===== src/rtl/uart_tx_core.sv =====
`default_nettype none
// ============================================================================
// Module   : uart_tx_core
// Function : UART transmitter with a one-entry holding register. Frames are
//            start + DATA_BITS (LSB first) + optional parity + STOP_BITS,
//            with every bit boundary aligned to baud_tick. A byte waiting in
//            the holding register follows the previous frame with no gap.
// Revision : 1.0 - initial release
// ============================================================================
module uart_tx_core #(
  parameter int DATA_BITS  = 8,  // 5..8
  parameter int PARITY_EN  = 0,  // 1 = append a parity bit
  parameter int PARITY_ODD = 0,  // 0 = even, 1 = odd (when PARITY_EN = 1)
  parameter int STOP_BITS  = 1   // 1 or 2
) (
  input  logic                 clk,
  input  logic                 rst,
  input  logic                 baud_tick,
  input  logic [DATA_BITS-1:0] tx_data,
  input  logic                 tx_valid,
  output logic                 tx_ready,
  output logic                 tx,
  output logic                 tx_busy
);

  localparam int IDX_W = $clog2(DATA_BITS);

  localparam logic [2:0] c_st_idle   = 3'd0;
  localparam logic [2:0] c_st_start  = 3'd1;
  localparam logic [2:0] c_st_data   = 3'd2;
  localparam logic [2:0] c_st_parity = 3'd3;
  localparam logic [2:0] c_st_stop   = 3'd4;

  localparam logic [IDX_W-1:0] c_last_idx   = IDX_W'(DATA_BITS - 1);
  localparam logic             c_stop_last  = (STOP_BITS == 2);
  localparam logic             c_parity_en  = (PARITY_EN != 0);
  localparam logic             c_parity_odd = (PARITY_ODD != 0);

  logic [2:0]           r_state;
  logic [DATA_BITS-1:0] r_shift;
  logic [IDX_W-1:0]     r_idx;
  logic                 r_stop_cnt;
  logic                 r_parity;
  logic                 r_tx;
  logic [DATA_BITS-1:0] r_hold;
  logic                 r_hold_full;

  logic w_accept;
  logic w_stop_end;
  logic w_load;

  // The holding register is only writable while empty, so an accept and a
  // load can never fall on the same edge; the ordering below still lets a
  // new byte win over the clear if that ever changed.
  assign w_accept   = tx_valid & ~r_hold_full;
  assign w_stop_end = (r_state == c_st_stop) && (r_stop_cnt == c_stop_last);
  assign w_load     = baud_tick & r_hold_full &
                      ((r_state == c_st_idle) | w_stop_end);

  assign tx_ready = ~r_hold_full;
  assign tx       = r_tx;
  assign tx_busy  = (r_state != c_st_idle) | r_hold_full;

  // Holding register: filled by the handshake, emptied when the shifter loads.
  always_ff @(posedge clk) begin
    if (rst) begin
      r_hold      <= '0;
      r_hold_full <= 1'b0;
    end else begin
      if (w_load) begin
        r_hold_full <= 1'b0;
      end
      if (w_accept) begin
        r_hold      <= tx_data;
        r_hold_full <= 1'b1;
      end
    end
  end

  // Frame sequencer: tx is registered and set on the edge entering each state.
  always_ff @(posedge clk) begin
    if (rst) begin
      r_state    <= c_st_idle;
      r_shift    <= '0;
      r_idx      <= '0;
      r_stop_cnt <= 1'b0;
      r_parity   <= 1'b0;
      r_tx       <= 1'b1;
    end else if (w_load) begin
      // Parity is taken from the byte being latched, so later writes to the
      // holding register cannot disturb the frame in flight.
      r_state  <= c_st_start;
      r_shift  <= r_hold;
      r_parity <= (^r_hold) ^ c_parity_odd;
      r_tx     <= 1'b0;
    end else if (baud_tick) begin
      case (r_state)
        c_st_idle: begin
          r_tx <= 1'b1;
        end
        c_st_start: begin
          r_state <= c_st_data;
          r_idx   <= '0;
          r_tx    <= r_shift[0];
        end
        c_st_data: begin
          if (r_idx == c_last_idx) begin
            if (c_parity_en) begin
              r_state <= c_st_parity;
              r_tx    <= r_parity;
            end else begin
              r_state    <= c_st_stop;
              r_stop_cnt <= 1'b0;
              r_tx       <= 1'b1;
            end
          end else begin
            r_shift <= r_shift >> 1;
            r_idx   <= r_idx + 1'b1;
            r_tx    <= r_shift[1];
          end
        end
        c_st_parity: begin
          r_state    <= c_st_stop;
          r_stop_cnt <= 1'b0;
          r_tx       <= 1'b1;
        end
        c_st_stop: begin
          if (r_stop_cnt == c_stop_last) begin
            r_state <= c_st_idle;
            r_tx    <= 1'b1;
          end else begin
            r_stop_cnt <= r_stop_cnt + 1'b1;
          end
        end
        default: begin
          r_state <= c_st_idle;
          r_tx    <= 1'b1;
        end
      endcase
    end
  end

endmodule
`default_nettype wire

===== config.mk =====
export PLATFORM = sky130hd
export DESIGN_NAME = uart_tx_core
export DESIGN_NICKNAME = d
export VERILOG_FILES = /design/src/rtl/uart_tx_core.sv
export SDC_FILE = /design/constraint.sdc
export NUM_CORES = 1
export LEC_CHECK = 0
export ABC_AREA = 1
export BUFFER_PORTS_ARGS = -buffer_cell sky130_fd_sc_hd__buf_2
export CAP_MARGIN = 10
export CORE_MARGIN = 10
export CORE_UTILIZATION = 53
export CTS_BUF_LIST = sky130_fd_sc_hd__clkbuf_8
export DETAILED_ROUTE_END_ITERATION = 16
export GPL_TIMING_DRIVEN = 1
export PLACE_DENSITY = 0.74
export SYNTH_ARGS = -nofsm -noshare
export SYNTH_HDL_FRONTEND = slang
export SYNTH_SLANG_ARGS = --single-unit

===== constraint.sdc =====
create_clock -name clk -period 2.6 [get_ports clk]
set_input_delay 0.13 -clock clk [delete_from_list [all_inputs] [get_ports clk]]
set_output_delay 0.13 -clock clk [all_outputs]
set_load 0.005 [all_outputs]

Yosys cells after proc, flatten, opt, wreduce, memory -nomap -nowiden
Index checks and enable logic that the tools add are counted.
{"block": "op_classes", "bitwise_logic": 9, "mux": 21, "reduce_logical": 15, "addsub": 2, "n_eq_ne": 12}
{"operator": "2-to-1 mux 8 bit", "count": 4}
{"operator": "AND reduction 4 bit", "count": 4}
{"operator": "case mux 3 bit (5 select lines)", "count": 1}
{"operator": "2-to-1 mux 1 bit", "count": 10}
{"operator": "!= test 2 bit, second input constant", "count": 5}
{"operator": "2-to-1 mux 3 bit", "count": 3}
{"operator": "nonzero test 2 bit", "count": 4}
{"operator": "equality test 3 x 2 -> 1 bit, second input constant", "count": 2}
{"operator": "equality test 3 bit, second input constant", "count": 2}
{"operator": "!= test 3 bit, second input constant", "count": 2}
{"operator": "case mux 1 bit (3 select lines)", "count": 2}
{"operator": "case mux 3 bit (2 select lines)", "count": 1}
{"operator": "nonzero test 3 bit", "count": 2}
{"operator": "inverter 1 bit", "count": 4}
{"operator": "adder 3 x 1 -> 3 bit, second input constant", "count": 1}
{"operator": "AND 1 bit", "count": 3}
{"operator": "equality test 3 x 1 -> 1 bit, second input constant", "count": 1}
{"operator": "logical NOT 3 bit", "count": 1}
{"operator": "AND reduction 3 bit", "count": 1}
{"operator": "OR 1 bit", "count": 2}
{"operator": "AND reduction 2 bit", "count": 1}
{"operator": "OR reduction 2 bit", "count": 1}
{"operator": "adder 1 bit, second input constant", "count": 1}
{"operator": "logical AND 1 bit", "count": 1}
{"block": "word_totals", "reg_bits": 25, "in_bits": 12, "output_inout_bits": 3}

Depth between registers and ports, before layout
Gate-level depths: netlist of the first run.
{"block": "depth", "word_depth": 6, "mapped_depth": 10, "depth_no_buf": 9}

Worst setup path before layout of the first run
No wires, ideal clock.
{"block": "synth_timing", "path_type": "flip-flop to flip-flop", "start": "register r_idx[0]", "end": "register r_shift[0]", "synth_period_minus_slack_ps": 1310, "path_buffers": 1, "path_stages_with_launch": 10, "setup_slack_ps": 1290, "required_time_ps": 2487, "arrival_time_ps": 1198, "cell_sequence": "dfxtp_1 ha_1 ha_1 inv_1 nand4_1 nand2_2 buf_6 nand2_1 nand2_1 nor2_1"}
{"block": "synth_between", "elab_chain_len": 3}
{"element": "from (decl)", "line": "41", "source": "logic [IDX_W-1:0] r_idx;"}
{"element": "from (signal assigned)", "line": "118", "source": "r_idx <= r_idx + 1'b1;"}
{"element": "equality test 3 bit", "line": "107", "source": "if (r_idx == c_last_idx) begin"}
{"element": "!= test 2 bit (no line)"}
{"element": "AND reduction 3 bit (no line)"}
{"element": "to (signal assigned)", "line": "93", "source": "r_shift <= r_hold;"}
{"element": "to (signal assigned)", "line": "117", "source": "r_shift <= r_shift >> 1;"}
{"element": "to (decl)", "line": "40", "source": "logic [DATA_BITS-1:0] r_shift;"}
No other way between the ends.
A chain may end at the register's enable or synchronous reset.

Worst setup path after layout of the first run
{"block": "layout_timing", "start": "register r_state[0]", "end": "register r_shift[1]"}
{"block": "layout_between", "elab_chain_len": 6, "word_cells_on_any_way": 11, "cone_classes": "eq/ne: 3; mux: 1; bitwise: 2; reduce/logical: 5"}
{"element": "from (decl)", "line": "39", "source": "logic [2:0] r_state;"}
{"element": "from (signal assigned)", "line": "83", "source": "r_state <= c_st_idle;"}
{"element": "from (signal assigned)", "line": "92", "source": "r_state <= c_st_start;"}
{"element": "from (signal assigned)", "line": "102", "source": "r_state <= c_st_data;"}
{"element": "equality test 3 bit", "line": "56", "source": "assign w_stop_end = (r_state == c_st_stop) && (r_stop_cnt == c_stop_last);"}
{"element": "logical AND 1 bit", "line": "56"}
{"element": "OR 1 bit", "line": "58", "source": "((r_state == c_st_idle) | w_stop_end);"}
{"element": "AND 1 bit", "line": "57", "source": "assign w_load = baud_tick & r_hold_full &"}
{"element": "!= test 2 bit (no line) / nonzero test 2 bit (equally long branches)"}
{"element": "AND reduction 3 bit (no line)"}
Several ways; a longest one is shown, not always the timed one.

==> results of run 1 <==
synthesized netlist by cell type:
cell type / number
nand4_1: 2
nand2_4: 2
inv_2: 1
inv_1: 16
a21oi_1: 8
nand2_1: 41
ha_1: 2
buf_6: 3
o21ai_0: 8
dfxtp_1: 24
nor2_2: 4
nor2_4: 1
clkinv_1: 1
nand3_1: 18
a21oi_4: 1
clkinv_4: 1
nor3_1: 1
nand2_2: 3
and3_1: 1
nor2_1: 31
buf_4: 1
state kept, by name, summed over array words and instances (netlist names):
name         flops
r_hold_full      1
r_hold           8
r_idx            3
tx               1
r_shift          8
r_state          3
worst paths after layout:
kind	startpoint	to	slack, ps	depth (start not counted)
worst min register to register	tx	tx	490	2
worst min-delay path	rst	r_state[0]	80	2
worst max-delay path	r_state[0]	r_shift[1]	1050	6
worst max register to register	r_state[0]	r_shift[1]	1050	6
per-layer routing:
layer / part of all wire, % / global-route usage, % / up-vias
met5: 0 / 0 / -
met4: 1.1 / 4.103 / 0
met3: 5.8 / 4.463 / 4
met2: 49 / 20.50 / 17
met1: 44 / 12.60 / 461
li1: - / - / 561
stage by stage:
stage	utilization [%]	worst slack (ps)	instances
2_1_floorplan	-	1290	170
3_3_place_gp	57.38	1143	208
3_5_place_dp	57.38	1066	208
4_1_cts	59.28	1054	211
5_1_grt	59.28	846.0	211
6_report	59.28	1045	211
report_power, final:
| group | internal [mW] | switching [mW] | total (mW) |
|---|---|---|---|
| Combinational | 0.0506 | 0.0885 | 0.139 |
| Clock | 0.103 | 0.108 | 0.211 |
| Sequential | 0.397 | 0.0192 | 0.416 |
| Total | 0.551 | 0.216 | 0.767 |
worst max-delay path, stage by stage (launching register included):
cell and delay (ps):
dfxtp_1 370, nor2_2 440, nand2_4 180, nand2_2 250, nand2_1 80, nand2_1 60, nor2_1 60
logic make-up after synthesis:
family	share of synthesized area (%)
compound gates	8.157
fa+ha+maj	2.118
buf+inv	9.957
flops	40.68
simple gates	39.09
cell type report:
cell class,count,area share [%]
Tap cell,28,2.724
Multi-Input combinational cell,123,45.33
Inverter,19,5.934
Sequential cell,24,37.35
Clock buffer,3,3.210
Timing Repair Buffer,14,5.447
==> impl_metrics.tcl, run 1 <==
set metrics [dict create \
    multiInputGateArea_um2 583.1 \
    cellLeakagePower_nw 0.5951 \
    synth.distinct_cells 21 \
    detailroute.via_count 1043 \
    slew_headroom_pct 66.11 \
    track_usage_pct 11.70 \
    drv_slew 0 \
    synth_seq_cells 24 \
    mappedNetlistArea_um2 1181 \
    start_util_pct 54.44 \
    final_area_um2 1286 \
    drt_pass1_iterations 4 \
    synth_cells 170 \
    holdCritPathClass "in2reg" \
    fin_nets 199 \
    worst_hold_slack_ps 76.76 \
    root_buffer "clkbuf_8" \
    path_class "reg2reg" \
    setup_viol 0 \
    timing.fmax_ghz 0.6431 \
    dieArea_um2 4517 \
    nFillCells 221 \
    cp.arrival_ps 1710 \
    die-height_um 67.21 \
    remaining_drc_errors 0 \
    cts_max_path_buffers 2 \
    syn_area_per_cell_um2 6.948 \
    core_um2 2170 \
    num_rows 17 \
    grt_max_degree 20 \
    endpoint_kind "flop" \
    dpl_cell_area_um2 1245 \
    place.gp.congestion 0.8503 \
    rsz0062_at_grt "false" \
    grt_overflow_total 0 \
    port_buffers 14 \
    p_total_uw 766.9 \
    worstSetupStartpointType "flop" \
    synth_top_cell_by_area "dfxtp_1" \
    seq_area_frac_synth_pct 40.68 \
    hold_viol 0 \
    cts_hold_buf 0 \
    wl_per_cell_um 11.05 \
    cts_resized 0 \
    synth_top_area_share_pct 40.68 \
    final_cell_mix "41 x nand2_1, 31 x nor2_1, 24 x dfxtp_1" \
    synth_area_leaders "dfxtp_1 41%, nand2_1 13%, nor2_1 9.9%, nand3_1 7.6%, inv_1 5.1%" \
    max_cap_violations 0 \
    tritoncts "built" \
    clkTransAtPathRegs_ps 80 \
    final_layout_size_suffix_gt1_share_pct 16.39 \
    cts_made_buffers 3 \
    synth_nets 184 \
    grt_antenna_before_repair 0 \
    die_w_um 67.21 \
    num_antenna_cells 0 \
    postCtsSetupBuffers 0 \
    cts.sinks 24 \
    powerDensity_nw_per_um2 596.2 \
    cp_max_fo 14 \
    grt_pass1_wl_um 4215 \
    wl_um 2331 \
    status "finished clean" \
    tightest_slew_ps 505.2 \
    yosysWarnings 0 \
    grt_pass1_vias 1013 \
    tns_ps 0 \
    initialDrtViolationCount 78 \
    fin_crit_sh_pct 59.80 \
    dp_hpwl_um 1782 \
    regArea_um2 480.5 \
    clock_latency_ps 260 \
    fin_skew_ps 3.184 \
    io-pin-count 15 \
    critPathRequiredTime_ps 2760 \
    ir_worst_vdd_mv 0.5537 \
    min_period_ps 1555 \
    via_per_inst 4.943 \
    area_growth_pct 8.898 \
    final_common_cell "nand2_1" \
    ant_nets 0 \
    htree_levels 1 \
]
No activity file was read; power rests on OpenSTA's default activity.
==> run 2: changes to the inputs <==
Settings changed: ABC_AREA 1 to 0, PLACE_DENSITY 0.74 to 0.77.
Clock period 2.6 ns to 1.4 ns, I/O delays scaled along.
==> impl_metrics.tcl, run 2 <==
set metrics [dict create \
    synth_flop_cell "dfxtp_1" \
    synth_nets 132 \
    drv_slew 0 \
    status "complete, but fails checks" \
    worstSetupStartpointType "flop" \
    grt_max_degree 25 \
    start_util_pct 56.81 \
    cts.sinks 24 \
    cts_max_path_buffers 2 \
    track_usage_pct 11.81 \
    setup_viol 14 \
    rsz0062_at_grt "true" \
    ant_nets 0 \
    port_buffers 14 \
    mappedNetlistArea_um2 1137 \
    path_delay_family "simple AND/OR/NAND/NOR gates" \
    final_layout_size_suffix_gt1_share_pct 41.55 \
    synth_cells 118 \
    dp_hpwl_um 1750 \
    wl_um 2558 \
    root_buffer "clkbuf_8" \
    path_buf_inv 1 \
    synth_top_area_share_pct 42.24 \
    num_rows 16 \
    yosysWarnings 0 \
    area_growth_pct 32.12 \
    fin_util_pct 75.06 \
    tritoncts "built" \
    num_antenna_cells 0 \
    synth_edf_count 0 \
    seq_area_frac_synth_pct 42.24 \
    place.gp.congestion 0.8093 \
    rrSetupSlack_ps -230 \
    die_w_um 66.33 \
    crit_path_frequent_cell "ha_4" \
    powerDensity_nw_per_um2 1078 \
    holdCritPathClass "in2reg" \
    synth_area_leaders "dfxtp_1 42%, mux2i_1 16%, nor2_1 6.3%, a221oi_1 5.4%, nand2b_1 2.8%" \
    yosysMostFrequentCell "dfxtp_1" \
    synthArstFlopShare_pct 0 \
    synth_top_cell_by_area "dfxtp_1" \
    clock_latency_ps 260 \
    critPathRequiredTime_ps 1540 \
    cellLeakagePower_nw 0.5864 \
    grt_pass1_wl_um 4250 \
    core_um2 2002 \
    initialDrtViolationCount 27 \
    path_class "reg2reg" \
    p_total_mw 1.619 \
    via_per_inst 5.663 \
    synth.distinct_cells 31 \
    tightest_slew_ps 322.7 \
    synth_seq_cells 24 \
    timing.fmax_ghz 0.6129 \
    final_cell_mix "21 x dfxtp_1, 18 x nor2_1, 18 x mux2i_1" \
    dieArea_um2 4399 \
    remaining_drc_errors 0 \
    worst_path_max_delay_cell "or3b_4" \
    fin_crit_sh_pct 116.5 \
    final_area_um2 1503 \
    synth_commonest_cells "24 x dfxtp_1, 19 x nor2_1, 18 x mux2i_1, 7 x a221oi_1, 6 x nand2_1" \
    grt_antenna_before_repair 0 \
    ir_worst_vdd_mv 0.7427 \
    crit_chain "ha_4, ha_4, or3b_4, a211oi_4, buf_6, a221oi_2" \
    fin_nets 157 \
    final_common_cell "dfxtp_1" \
    cp_max_fo 7 \
    grt_overflow_total 0 \
    reg_top3 "r_hold x8, r_shift x8" \
    cts_hold_buf 0 \
    violations "setup timing" \
    cp_slowest_stage_delay_ps 380 \
    wl_per_cell_um 15.14 \
    syn_area_per_cell_um2 9.638 \
    drt_pass1_iterations 4 \
    fin_skew_ps 1.782 \
    max_cap_violations 0 \
    worst_slack_ps -231.5 \
    slew_headroom_pct 78.49 \
    clkTransAtPathRegs_ps 90 \
    htree_levels 1 \
    detailroute.via_count 957 \
    hold_viol 0 \
    grt_pass1_vias 951 \
    cp.arrival_ps 1780 \
    endpoint_kind "flop" \
    die-height_um 66.33 \
    io-pin-count 15 \
    min_period_ps 1631 \
    cts_made_buffers 3 \
    dpl_cell_area_um2 1313 \
]
-- run 2: per-stage QoR --
step | hold slack, ps | std cells | TNS [ps] | worst slack [ps]
2_1_floorplan | 217.2 | 118 | -1782 | -182.1
3_3_place_gp | 301.4 | 162 | -2394 | -245.3
3_5_place_dp | 311.8 | 162 | -2911 | -317.6
4_1_cts | 40.07 | 167 | -2531 | -251.4
5_1_grt | 58.01 | 169 | -3094 | -266.6
6_report | 38.20 | 169 | -2618 | -231.5
-- run 2: cell type report --
type | instances | area [µm²]
Tap cell | 27 | 33.78
Clock buffer | 3 | 41.29
Inverter | 4 | 15.01
Multi-Input combinational cell | 81 | 708.2
Sequential cell | 24 | 484.2
Timing Repair Buffer | 29 | 190.2
Fill cell | 138 | 499.2
Clock inverter | 1 | 30.03
-- run 2: power breakdown --
group | internal [mW] | switching, mW
Combinational | 0.130 | 0.131
Sequential | 0.725 | 0.0282
Clock | 0.382 | 0.223
Total | 1.24 | 0.382
-- run 2: logic make-up after synthesis --
| logic type | Yosys count | synth area share (%) |
|---|---|---|
| fa+ha+maj | 2 | 2.200 |
| flops | 24 | 42.24 |
| buf+inv | 13 | 5.610 |
| simple gates | 42 | 19.91 |
| compound gates | 19 | 14.19 |
| mux | 18 | 15.84 |
-- run 2: final timing paths --
path,startpoint,end,depth (start not counted)
setup reg to reg,r_idx[1],r_shift[1],6
hold reg to reg,r_hold[7],r_shift[7],2
setup / recovery,r_idx[1],r_shift[1],6
hold / removal,tx_data[5],r_hold[5],3
-- run 2: timing repair --
action                                  CTS  global route
pin swaps                                 4             9
endpoints found under the setup margin   13            14
buffers inserted                          1             2
gates cloned                              0             0
gates resized for setup                   5            15
-- run 2: routing by layer --
layer	routed length [µm]	part of all wire, %	track usage, %
met1	1155	45	14.01
met2	1255	49	19.38
met3	115	4.5	3.220
met4	31	1.2	4.974
met5	0	0	0
-- run 2: tightest hold or removal path, delay by kind of cell --
family / cells / cell delay [ps]
and+or+nand+nor: 1 / 70
buffers and inverters: 1 / 70
muxes: 1 / 50
==> run 3: changes to the inputs <==
Settings changed: CELL_PAD_IN_SITES_DETAIL_PLACEMENT from default to 0, CELL_PAD_IN_SITES_GLOBAL_PLACEMENT from default to 1, CORE_UTILIZATION 53 to 41, PLACE_DENSITY 0.77 to default, PLACE_DENSITY_LB_ADDON from default to 0.1.
==> impl_metrics.tcl, run 3 (synthesis gave the netlist of run 2 again) <==
set metrics [dict create \
    status "complete, but fails checks" \
    violations "setup timing" \
    detailroute.via_count 905 \
    power_frac_clock_pct 28.0 \
    io-pin-count 15 \
    min_period_ps 1628 \
    tightest_slew_ps 298.4 \
    rr_startpoint "r_idx[0]" \
    critPathRequiredTime_ps 1540 \
    pwr-share-comb_pct 18.4 \
    root_buffer "clkbuf_8" \
    cts.sinks 24 \
    via_per_inst 5.262 \
    cts_max_path_buffers 2 \
    path_class "reg2reg" \
    fin_util_pct 53.65 \
    drv_slew 0 \
    p_int_mw 1.049 \
    port_buffers 14 \
    path_buf_inv 0 \
    endpoint_kind "flop" \
    htree_levels 1 \
    clock_latency_ps 260 \
    grt_pass1_wl_um 4443 \
    final_cells 172 \
    cp.arrival_ps 1770 \
    sw_frac_of_total_pct 25.27 \
    cellLeakagePower_nw 0.5660 \
    wl_um 2456 \
    min_from "tx_data[2]" \
    cp_max_fo 4 \
    fin_skew_ps 5.770 \
    place.gp.congestion 0.8066 \
    slew_headroom_pct 80.11 \
    worstSetupStartpointType "flop" \
    drt_pass1_iterations 4 \
    hold_viol 0 \
    multiInputGateArea_um2 688.2 \
    start_util_pct 41.97 \
    timing.fmax_ghz 0.6142 \
    dieArea_um2 5281 \
    initialDrtViolationCount 59 \
    final_layout_size_suffix_gt1_share_pct 39.72 \
    die_w_um 72.67 \
    dp_cells 167 \
    crit_path_frequent_cell "ha_4" \
    nFillCells 260 \
    fin_crit_sh_pct 116.3 \
    power_switching_uw 354.9 \
    cp-startpoint "r_idx[0]" \
    grt_antenna_before_repair 0 \
    core_um2 2710 \
    track_usage_pct 10.14 \
    cts_made_buffers 3 \
    fin_nets 157 \
    remaining_drc_errors 0 \
    grt_max_degree 25 \
    cp_slowest_stage_delay_ps 370 \
    max_cap_violations 0 \
    regArea_um2 484.2 \
    reg_top3 "r_hold x8, r_shift x8" \
    num_rows 19 \
    clkTransAtPathRegs_ps 80 \
    dp_hpwl_um 1675 \
    setup_viol 12 \
    wl_per_cell_um 14.28 \
    p_total_mw 1.404 \
    grt_overflow_total 0 \
    holdCritPathClass "in2reg" \
    ant_nets 0 \
    final_cell_mix "21 x dfxtp_1, 18 x nor2_1, 18 x mux2i_1" \
    crit_chain "ha_4, ha_4, or3b_4, a211o_2, mux2i_1" \
    tritoncts "built" \
    area_growth_pct 27.83 \
    num_antenna_cells 0 \
    final_common_cell "dfxtp_1" \
    rsz0062_at_grt "true" \
    seqPwrFrac_pct 53.6 \
    ir_worst_vdd_mv 0.8671 \
    path_delay_family "simple AND/OR/NAND/NOR gates" \
    die-height_um 72.67 \
    worst_slack_ps -228.2 \
    grt_pass1_vias 959 \
    powerDensity_nw_per_um2 965.9 \
    worst_path_max_delay_cell "or3b_4" \
]
[run 3: cell count changes in the layout (fill, tap and decap cells not counted)]
cell / change
buf_6: -1
or4b_4: -1
buf_4: +1
nand3_2: +1
or4b_1: +1
a21oi_2: -1
nor2_4: -1
nor2_2: +1
a21oi_1: +1
bufinv_16: -1
nand3_4: -1
[run 3: repair_timing]
action,in CTS,in global routing
hold buffers,0,0
setup buffers,2,0
pin swaps,14,1
resized for setup,12,3
endpoints found under the setup margin,13,15
[run 3: through the flow]
stage / TNS (ps) / area (µm²) / hold slack, ps / setup WS [ps]
2_1_floorplan: -1782 / 1167 / 217.2 / -182.1
3_3_place_gp: -2506 / 1325 / 304.4 / -258.9
3_5_place_dp: -2826 / 1325 / 313.9 / -292.9
4_1_cts: -2458 / 1445 / 42.67 / -241.0
5_1_grt: -2904 / 1454 / 53.47 / -278.3
6_report: -2228 / 1454 / 41.66 / -228.2
[run 3: metal layers]
metal	vias up	global-route usage [%]	part of all wire (%)
li1	462	-	-
met1	425	12.03	47
met2	16	16.47	46
met3	2	4.218	5.9
met4	0	2.532	0.57
met5	-	0	0
[run 3: layout make-up]
class,instances,area share [%]
Clock buffer,3,2.840
Inverter,4,1.033
Multi-Input combinational cell,81,47.33
Sequential cell,24,33.30
Tap cell,31,2.668
Timing Repair Buffer,29,12.82
[run 3: worst min-delay path, delay by kind of cell]
kind / cells / cell delay, ps
buffers and inverters: 1 / 80
muxes: 1 / 50
and+or+nand+nor: 1 / 70
[run 3: final timing paths]
kind | to | slack, ps | cells after the start
worst max-delay path | r_idx[1] | -230 | 5
worst max register to register | r_idx[1] | -230 | 5
worst min-delay path | r_hold[2] | 40 | 3
worst min register to register | r_shift[7] | 460 | 2
[run 3: power by group through the flow]
stage                     Combinational (mW)  Clock, mW  Sequential [mW]
after global routing                   0.288      0.435            0.759
after detailed placement               0.222          0            0.768
final                                  0.258      0.393            0.753
after global placement                 0.217          0            0.767
after floorplan                        0.159          0            0.759
after CTS                              0.256      0.405            0.753
